==> src/rtl/rtio_sched_pkg.sv <==
// Shared types for the timed-event scheduler: FSM states, default widths, event record.
package rtio_sched_pkg;

    localparam int TS_WIDTH_DEF   = 64;
    localparam int DATA_WIDTH_DEF = 64;

    typedef enum logic [1:0] {
        IDLE,
        WAIT,
        ISSUE
    } state_t;

    typedef struct packed {
        logic [TS_WIDTH_DEF-1:0]   ts;
        logic [DATA_WIDTH_DEF-1:0] data;
    } event_t;

endpackage

==> src/rtl/rtio_sync_fifo.sv <==
// Single-clock first-word-fall-through FIFO with synchronous reset and flush.
// Latency: a pushed word is readable the cycle after the push.
// Backpressure: push ignored while full, pop ignored while empty.
module rtio_sync_fifo #(
    parameter int WIDTH     = 128,
    parameter int DEPTH     = 16,
    parameter int CNT_WIDTH = $clog2(DEPTH) + 1
) (
    input  logic                 clk,
    input  logic                 reset,
    input  logic                 flush,
    input  logic                 push,
    input  logic [WIDTH-1:0]     push_dat,
    input  logic                 pop,
    output logic [WIDTH-1:0]     pop_dat,
    output logic                 full,
    output logic                 empty,
    output logic [CNT_WIDTH-1:0] count
);

    localparam int AW = $clog2(DEPTH);

    logic [WIDTH-1:0] mem [DEPTH];
    logic [AW-1:0]    wr_ptr;
    logic [AW-1:0]    rd_ptr;
    logic             do_push;
    logic             do_pop;

    assign full    = (count == CNT_WIDTH'(DEPTH));
    assign empty   = (count == '0);
    assign do_push = push && !full;
    assign do_pop  = pop && !empty;
    assign pop_dat = mem[rd_ptr];

    always_ff @(posedge clk) begin
        if (do_push) begin
            mem[wr_ptr] <= push_dat;
        end
    end

    // DEPTH is a power of two, so the pointers wrap on their own.
    always_ff @(posedge clk) begin
        if (reset || flush) begin
            wr_ptr <= '0;
            rd_ptr <= '0;
            count  <= '0;
        end else begin
            if (do_push) begin
                wr_ptr <= wr_ptr + AW'(1);
            end
            if (do_pop) begin
                rd_ptr <= rd_ptr + AW'(1);
            end
            case ({do_push, do_pop})
                2'b10:   count <= count + CNT_WIDTH'(1);
                2'b01:   count <= count - CNT_WIDTH'(1);
                default: count <= count;
            endcase
        end
    end

endmodule

==> src/rtl/rtio_event_scheduler.sv <==
// Timed-event scheduler: buffers (timestamp, data) events and releases each when counter reaches it.
// Latency: m_valid rises the cycle after counter >= head timestamp; at most one event per 2 cycles.
// Backpressure: s_ready = !fifo_full; ISSUE holds outputs until m_ready. RTIO_SCHED_LATE_DROP_EN drops late events.
module rtio_event_scheduler
    import rtio_sched_pkg::*;
#(
    parameter int TS_WIDTH   = TS_WIDTH_DEF,
    parameter int DATA_WIDTH = DATA_WIDTH_DEF,
    parameter int FIFO_DEPTH = 16,
    parameter int CNT_WIDTH  = $clog2(FIFO_DEPTH) + 1
) (
    input  logic                  clk,
    input  logic                  reset,
    input  logic                  start,
    input  logic [TS_WIDTH-1:0]   counter,
    input  logic                  flush,
    input  logic                  s_valid,
    input  logic [TS_WIDTH-1:0]   s_timestamp,
    input  logic [DATA_WIDTH-1:0] s_data,
    output logic                  s_ready,
    output logic                  m_valid,
    output logic [TS_WIDTH-1:0]   m_timestamp,
    output logic [DATA_WIDTH-1:0] m_data,
    input  logic                  m_ready,
    output logic [CNT_WIDTH-1:0]  fifo_count,
    output logic                  underflow,
    input  logic                  underflow_clr
);

    typedef struct packed {
        logic [TS_WIDTH-1:0]   ts;
        logic [DATA_WIDTH-1:0] data;
    } entry_t;

    entry_t                fifo_wr;
    entry_t                fifo_rd;
    logic                  fifo_push;
    logic                  fifo_pop;
    logic                  fifo_full;
    logic                  fifo_empty;
    state_t                state;
    state_t                state_nxt;
    logic [TS_WIDTH-1:0]   head_ts;
    logic [DATA_WIDTH-1:0] head_data;
    logic                  first_wait;
    logic                  at_time;
    logic                  late;
    logic                  issue;

    assign s_ready   = !fifo_full;
    assign fifo_push = s_valid && s_ready;
    assign fifo_wr   = '{ts: s_timestamp, data: s_data};
    assign at_time   = (counter >= head_ts);
    // Lateness is only judged on the first enabled WAIT cycle of each head.
    assign late      = (state == WAIT) && start && first_wait && (counter > head_ts);

    rtio_sync_fifo #(
        .WIDTH     ($bits(entry_t)),
        .DEPTH     (FIFO_DEPTH),
        .CNT_WIDTH (CNT_WIDTH)
    ) u_fifo (
        .clk      (clk),
        .reset    (reset),
        .flush    (flush),
        .push     (fifo_push),
        .push_dat (fifo_wr),
        .pop      (fifo_pop),
        .pop_dat  (fifo_rd),
        .full     (fifo_full),
        .empty    (fifo_empty),
        .count    (fifo_count)
    );

    always_comb begin
        state_nxt = state;
        fifo_pop  = 1'b0;
        issue     = 1'b0;
        case (state)
            IDLE: begin
                if (!fifo_empty) begin
                    fifo_pop  = 1'b1;
                    state_nxt = WAIT;
                end
            end
            WAIT: begin
                if (start) begin
`ifdef RTIO_SCHED_LATE_DROP_EN
                    if (late) begin
                        fifo_pop  = !fifo_empty;
                        state_nxt = fifo_empty ? IDLE : WAIT;
                    end else if (at_time) begin
                        issue     = 1'b1;
                        state_nxt = ISSUE;
                    end
`else
                    // A late head also satisfies at_time and goes out immediately.
                    if (at_time) begin
                        issue     = 1'b1;
                        state_nxt = ISSUE;
                    end
`endif
                end
            end
            ISSUE: begin
                if (m_ready) begin
                    fifo_pop  = !fifo_empty;
                    state_nxt = fifo_empty ? IDLE : WAIT;
                end
            end
            default: state_nxt = IDLE;
        endcase
    end

    always_ff @(posedge clk) begin
        if (reset) begin
            state       <= IDLE;
            head_ts     <= '0;
            head_data   <= '0;
            first_wait  <= 1'b0;
            m_valid     <= 1'b0;
            m_timestamp <= '0;
            m_data      <= '0;
        end else if (flush) begin
            state      <= IDLE;
            first_wait <= 1'b0;
            m_valid    <= 1'b0;
        end else begin
            state <= state_nxt;
            if (fifo_pop) begin
                head_ts    <= fifo_rd.ts;
                head_data  <= fifo_rd.data;
                first_wait <= 1'b1;
            end else if ((state == WAIT) && start) begin
                first_wait <= 1'b0;
            end
            if (issue) begin
                m_valid     <= 1'b1;
                m_timestamp <= head_ts;
                m_data      <= head_data;
            end else if ((state == ISSUE) && m_ready) begin
                m_valid <= 1'b0;
            end
        end
    end

    // Sticky; a same-cycle late detection beats the clear. Flush leaves it alone.
    always_ff @(posedge clk) begin
        if (reset) begin
            underflow <= 1'b0;
        end else if (late && !flush) begin
            underflow <= 1'b1;
        end else if (underflow_clr) begin
            underflow <= 1'b0;
        end
    end

endmodule

==> config.mk <==
export PLATFORM = sky130hd
export DESIGN_NAME = rtio_event_scheduler
export DESIGN_NICKNAME = d
export VERILOG_FILES = /design/src/rtl/rtio_sched_pkg.sv /design/src/rtl/rtio_sync_fifo.sv /design/src/rtl/rtio_event_scheduler.sv
export SDC_FILE = /design/constraint.sdc
export NUM_CORES = 2
export LEC_CHECK = 0
export ABC_AREA = 1
export BUFFER_PORTS_ARGS = -buffer_cell sky130_fd_sc_hd__buf_4
export CORE_ASPECT_RATIO = 1.4
export CORE_MARGIN = 1
export CORE_UTILIZATION = 30
export DETAILED_ROUTE_END_ITERATION = 16
export PLACE_DENSITY_LB_ADDON = 0.08
export SYNTH_ARGS = -nofsm -noshare
export SYNTH_HDL_FRONTEND = slang
export SYNTH_SLANG_ARGS = --single-unit
==> constraint.sdc <==
create_clock -name clk -period 7.1 [get_ports clk]
set_clock_uncertainty 0.15 [all_clocks]
set_input_delay 0.71 -clock clk [delete_from_list [all_inputs] [get_ports clk]]
set_output_delay 0.71 -clock clk [all_outputs]
set_load 0.01 [all_outputs]
# Yosys cells after proc, flatten, opt, wreduce, memory -nomap -nowiden
# Memories as Yosys holds them, arrays and structs flattened. A register that Yosys moved wholly into a read port is not among the register bits.
# Index checks and enable logic that the tools add are counted.
# op_classes
add_sub_neg	4
multipliers	0
n_div	0
n_lt_le_gt_ge	2
eq_ne	9
n_shift	0
muxes	21
n_bitwise	1
n_reduce_logical	22
# ops
cell	n
64-bit >= comparator	1
64-bit > comparator	1
1-bit 2-to-1 mux	14
5-bit case mux with 2 select lines	1
4-bit by 1-bit adder with 4-bit output (second input constant)	2
1-bit logical AND	8
2-bit 2-to-1 mux	4
2-bit inequality test (second input constant)	4
2-bit nonzero test	4
2-bit case mux with 3 select lines	1
5-bit by 1-bit adder with 5-bit output (second input constant)	1
5-bit == test (second input constant)	1
5-bit logical NOT	1
5-bit by 1-bit subtractor with 5-bit output (second input constant)	1
2-bit by 1-bit == test with 1-bit output (second input constant)	2
2-bit == test (second input constant)	2
2-bit AND reduction	2
4-bit AND reduction	1
1-bit logical NOT	3
2-bit logical NOT	1
1-bit case mux with 2 select lines	1
2-bit OR reduction	1
1-bit logical OR	1
1-bit NOT	1
# totals
regBits	146
latchBits	0
ramBits	2048
romBits	0
in_bits	199
out_inout_bits	136
wordCells	69
n_memories	1
# memory_table
memory	words	word_bits	read_ports	rd_clocked_by_memory_dff	write_ports	line_no	source
u_fifo.mem	16	128	1	1	1	rtio_sync_fifo.sv:23	logic [WIDTH-1:0] mem [DEPTH];

# Logic depth before layout (Yosys ltp)
# depth
depth_word	7
ltp_mapped	21

# Cells and area by module
# A second synthesis with hierarchy kept.
# unflattened
hier_cells	7423
hier_area_um2	91891.9
# by_module_without_submodules
mod	n_inst	cells_per_inst	area_per_inst_um2
rtio_sync_fifo	1	5645	79583.8
rtio_event_scheduler	1	1778	12308.1

# Worst setup path after synthesis
# OpenSTA, ideal clock, no wires.
# synth_timing
kind	input-to-reg
start	in s_valid
end	mem u_fifo.mem[11][0] (enable)
arrival_time_ns	6.382
required_ns	6.333
setup_slack_ns	-0.049
cell_stages	4
path_cell_list	nand2_1 -> inv_1 -> nand2_1 -> nor2_1
# synth_between
elab_chain_len	4
# synth_lines
element	line_no	source
start: declaration	rtio_event_scheduler.sv:17	input logic s_valid,
1-bit logical AND	rtio_event_scheduler.sv:51	assign fifo_push = s_valid && s_ready;
1-bit logical AND	rtio_sync_fifo.sv:31	assign do_push = push && !full;
1-bit 2-to-1 mux	rtio_sync_fifo.sv:36	if (do_push) begin
1-bit 2-to-1 mux (implied by the code)	rtio_sync_fifo.sv:37	mem[wr_ptr] <= push_dat;
end: declaration	rtio_sync_fifo.sv:23	
# Every way passes these cells.

# Worst setup path after layout
# layout_timing
start	reg head_ts[63]
end	reg m_timestamp[23]
# layout_between
elab_chain_len	5
# layout_lines
element	line_no	source
start: declaration	rtio_event_scheduler.sv:43	logic [TS_WIDTH-1:0] head_ts;
start signal: assignment	rtio_event_scheduler.sv:130	head_ts <= fifo_rd.ts;
64-bit >= comparator	rtio_event_scheduler.sv:53	assign at_time = (counter >= head_ts);
1-bit 2-to-1 mux	rtio_event_scheduler.sv:97	if (at_time) begin
1-bit 2-to-1 mux	rtio_event_scheduler.sv:86	if (start) begin
1-bit 2-to-1 mux	rtio_event_scheduler.sv:78	case (state)
2-bit AND reduction (no source line)	--	
end signal: assignment	rtio_event_scheduler.sv:138	m_timestamp <= head_ts;
end: declaration	rtio_event_scheduler.sv:22	output logic [TS_WIDTH-1:0] m_timestamp,
# Every way passes these cells.
# A chain may end at the register's enable or synchronous reset.

==> results.toml <==
[synth]
synth_seq_area_share = 0.727
syn-num-nets = 7813
synth_seq_cells = 2322
ys_warn_count = 0
synth_area_um2 = 92200
syn_inst = 7540
synth_cell_types = 40
avgSynthCellArea_um2 = 12.2

[finish]
post_layout_nonfiller_instances = 12000
area_delta_synth_final_pct = 17.3
final_common_cell = "edfxtp_1"
layout.nets = 8107
drive_gt1_frac = 0.103
mostFrequentLayoutCells = "2048 x edfxtp_1, 1293 x nor2_1, 1197 x o21ai_0"
fin_util = 0.354

[cts]
cts_max_path_buffers = 4
tritoncts = "yes"
cts_root_buffer = "clkbuf_16"
cts_hold_buf = 129
insertion_delay_ps = 910
post_cts_buffers = 0
clkTransAtPathRegs_ps = 60
cts-htree-levels = 4
cts_resized = 0
numCtsBuffers = 244
cts.sinks = 2322

[timing]
final-hold-violation-count = 0
maxSlewHeadroom = 0.259
worst_slew_pin_slew_ps = 1110
fin_ws_ps = 2870
max_freq_ghz = 0.237
worst_hold_slack_ps = 109
setup_viol = 0
period_share = 0.596
period_needed_ps = 4230
rsz0062_at_grt = "no"
slew_violations = 0

[worst_hold_path]
min_path_type = "primary input to register"

[drt]
vias = 61100
wirelength_um = 319000
drt_iter0_markers = 3952
dr.pass1.iters = 5
drc_errors = 0
via_per_inst = 5.08
wire_per_inst_um = 26.5
postRouteAntennaNets = 0

[pwr]
total_power_w = 0.0375
ir_worst_vdd_v = 0.000263
p_leak_nw = 37.0
powerDensity_nw_per_um2 = 347

[placement]
dpl_worst_slack_ps = 2260
dp_hpwl_um = 166000
gp_congestion = 0.759
placed_cells = 11500
port_buffers = 334

[die]
core_um2 = 305000
die_w_um = 470
die_h_um = 658
num_io_pins = 335
rows = 240
start_util = 0.302
dieArea_um2 = 309000

[outcome]
status = "finished, final reports clean"

[job]
cap_violations = 0

[setup_path]
cp.required_ps = 7750
crit_arrival_ps = 4880
critical_path_class = "register to register"
worst-path-max-fanout = 62
cp-start-kind = "register"
end_kind = "register"

[global_route]
grt_pass1_wl_um = 454000
grt_pass1_vias = 59900
antenna_found_initial = 44
grt_start_max_net_pins = 145
grt_usage = 0.201
grt_overflow = 0
cells in the mapped netlist, drive strengths merged:
library cell / n / area (um2)
nand2: 355 / 1340
dfxtp: 274 / 5490
xnor2: 2 / 17.5
nor3: 4 / 25.0
o21ai: 1388 / 6950
o211ai: 120 / 901
clkbuf: 390 / 1460
o21a: 5 / 37.5
nand4: 137 / 857
o31ai: 2 / 15.0
o221ai: 148 / 1300
edfxtp: 2048 / 61500
buf: 148 / 882
ha: 73 / 913
a211oi: 1 / 7.51
nor4: 4 / 46.3
nor2: 1309 / 4910
nand3: 12 / 70.1
inv: 550 / 2060
fa: 1 / 20.0
nand3b: 1 / 7.51
and3: 1 / 6.26
a21oi: 174 / 871
clkinv: 1 / 3.75
o22ai: 381 / 2380
nor3b: 1 / 7.51
a21o: 2 / 15.0
o32ai: 6 / 52.6
o21bai: 1 / 7.51
a31oi: 1 / 6.26
state kept, by name (all words and copies together) (netlist names):
name,count
first_wait,1
head_data,64
head_ts,64
m_data,64
m_timestamp,64
m_valid,1
state,2
u_fifo.count,5
u_fifo.mem,2048
u_fifo.rd_ptr,4
u_fifo.wr_ptr,4
underflow,1
metrics by stage:
| step | area (um2) | TNS (ps) |
|---|---|---|
| 2_1_floorplan | 92200 | -55770 |
| 3_3_place_gp | 98900 | 0 |
| 3_5_place_dp | 98900 | 0 |
| 4_1_cts | 108000 | 0 |
| 5_1_grt | 108000 | 0 |
| 6_report | 108000 | 0 |
layer usage:
metal	up-vias	part of all wire	GRT usage
met2	1240	0.49	0.346
met5	-	0.00079	0
met4	34	0.024	0.0501
met3	449	0.036	0.0246
met1	31500	0.45	0.267
li1	27900	-	-
kinds of logic after synthesis:
family | count (synthesis) | share of synthesized area
DFF | 2322 | 0.727
AOI/OAI and AO/OA | 2229 | 0.136
and+or+nand+nor | 1824 | 0.0789
xor gates and xnor gates | 2 | 0.000190
adders and majority gates | 74 | 0.0101
buffers and inverters | 1089 | 0.0479
worst paths after layout:
kind                                                from                           end  slack, ps  depth (start not counted)
worst min register to register   first_wait$_SDFFE_PP0P_       first_wait$_SDFFE_PP0P_        330                          2
worst min-delay path                               start       first_wait$_SDFFE_PP0P_        110                          4
worst max register to register  head_ts[63]$_SDFFE_PP0P_  m_timestamp[23]$_SDFFE_PP0P_       2870                         13
worst max-delay path            head_ts[63]$_SDFFE_PP0P_  m_timestamp[23]$_SDFFE_PP0P_       2870                         13
worst max-delay path: stages, from the launching register on:
cell and delay, ps:
dfxtp_1 300, inv_1 120, ha_1 350, nand4_1 180, nor3_2 190, nand4_1 630, nor2_1 410, nand3_1 230
nand3_4 190, nand3_4 380, buf_4 610, nand2_1 170, inv_1 50, nor2_1 90
cell type report:
cell class | count | area, um2
diodes | 9 | 22.5
clock buffers | 340 | 6740
clock inverters | 105 | 1130
fillers | 29800 | 197000
inverters | 551 | 2110
multi-input cells | 4129 | 20900
flip-flops and latches | 2322 | 67000
well taps | 3993 | 5000
repair buffers | 586 | 5150
report_power, final:
part,switching [W],internal [W],total (W),leakage [nW]
sequential,0.000213,0.0153,0.0155,20.7
combinational,0.00651,0.00259,0.00910,12.5
clock,0.00545,0.00745,0.0129,3.84
total,0.0122,0.0253,0.0375,37.0
No activity file was read; power rests on OpenSTA's default activity.
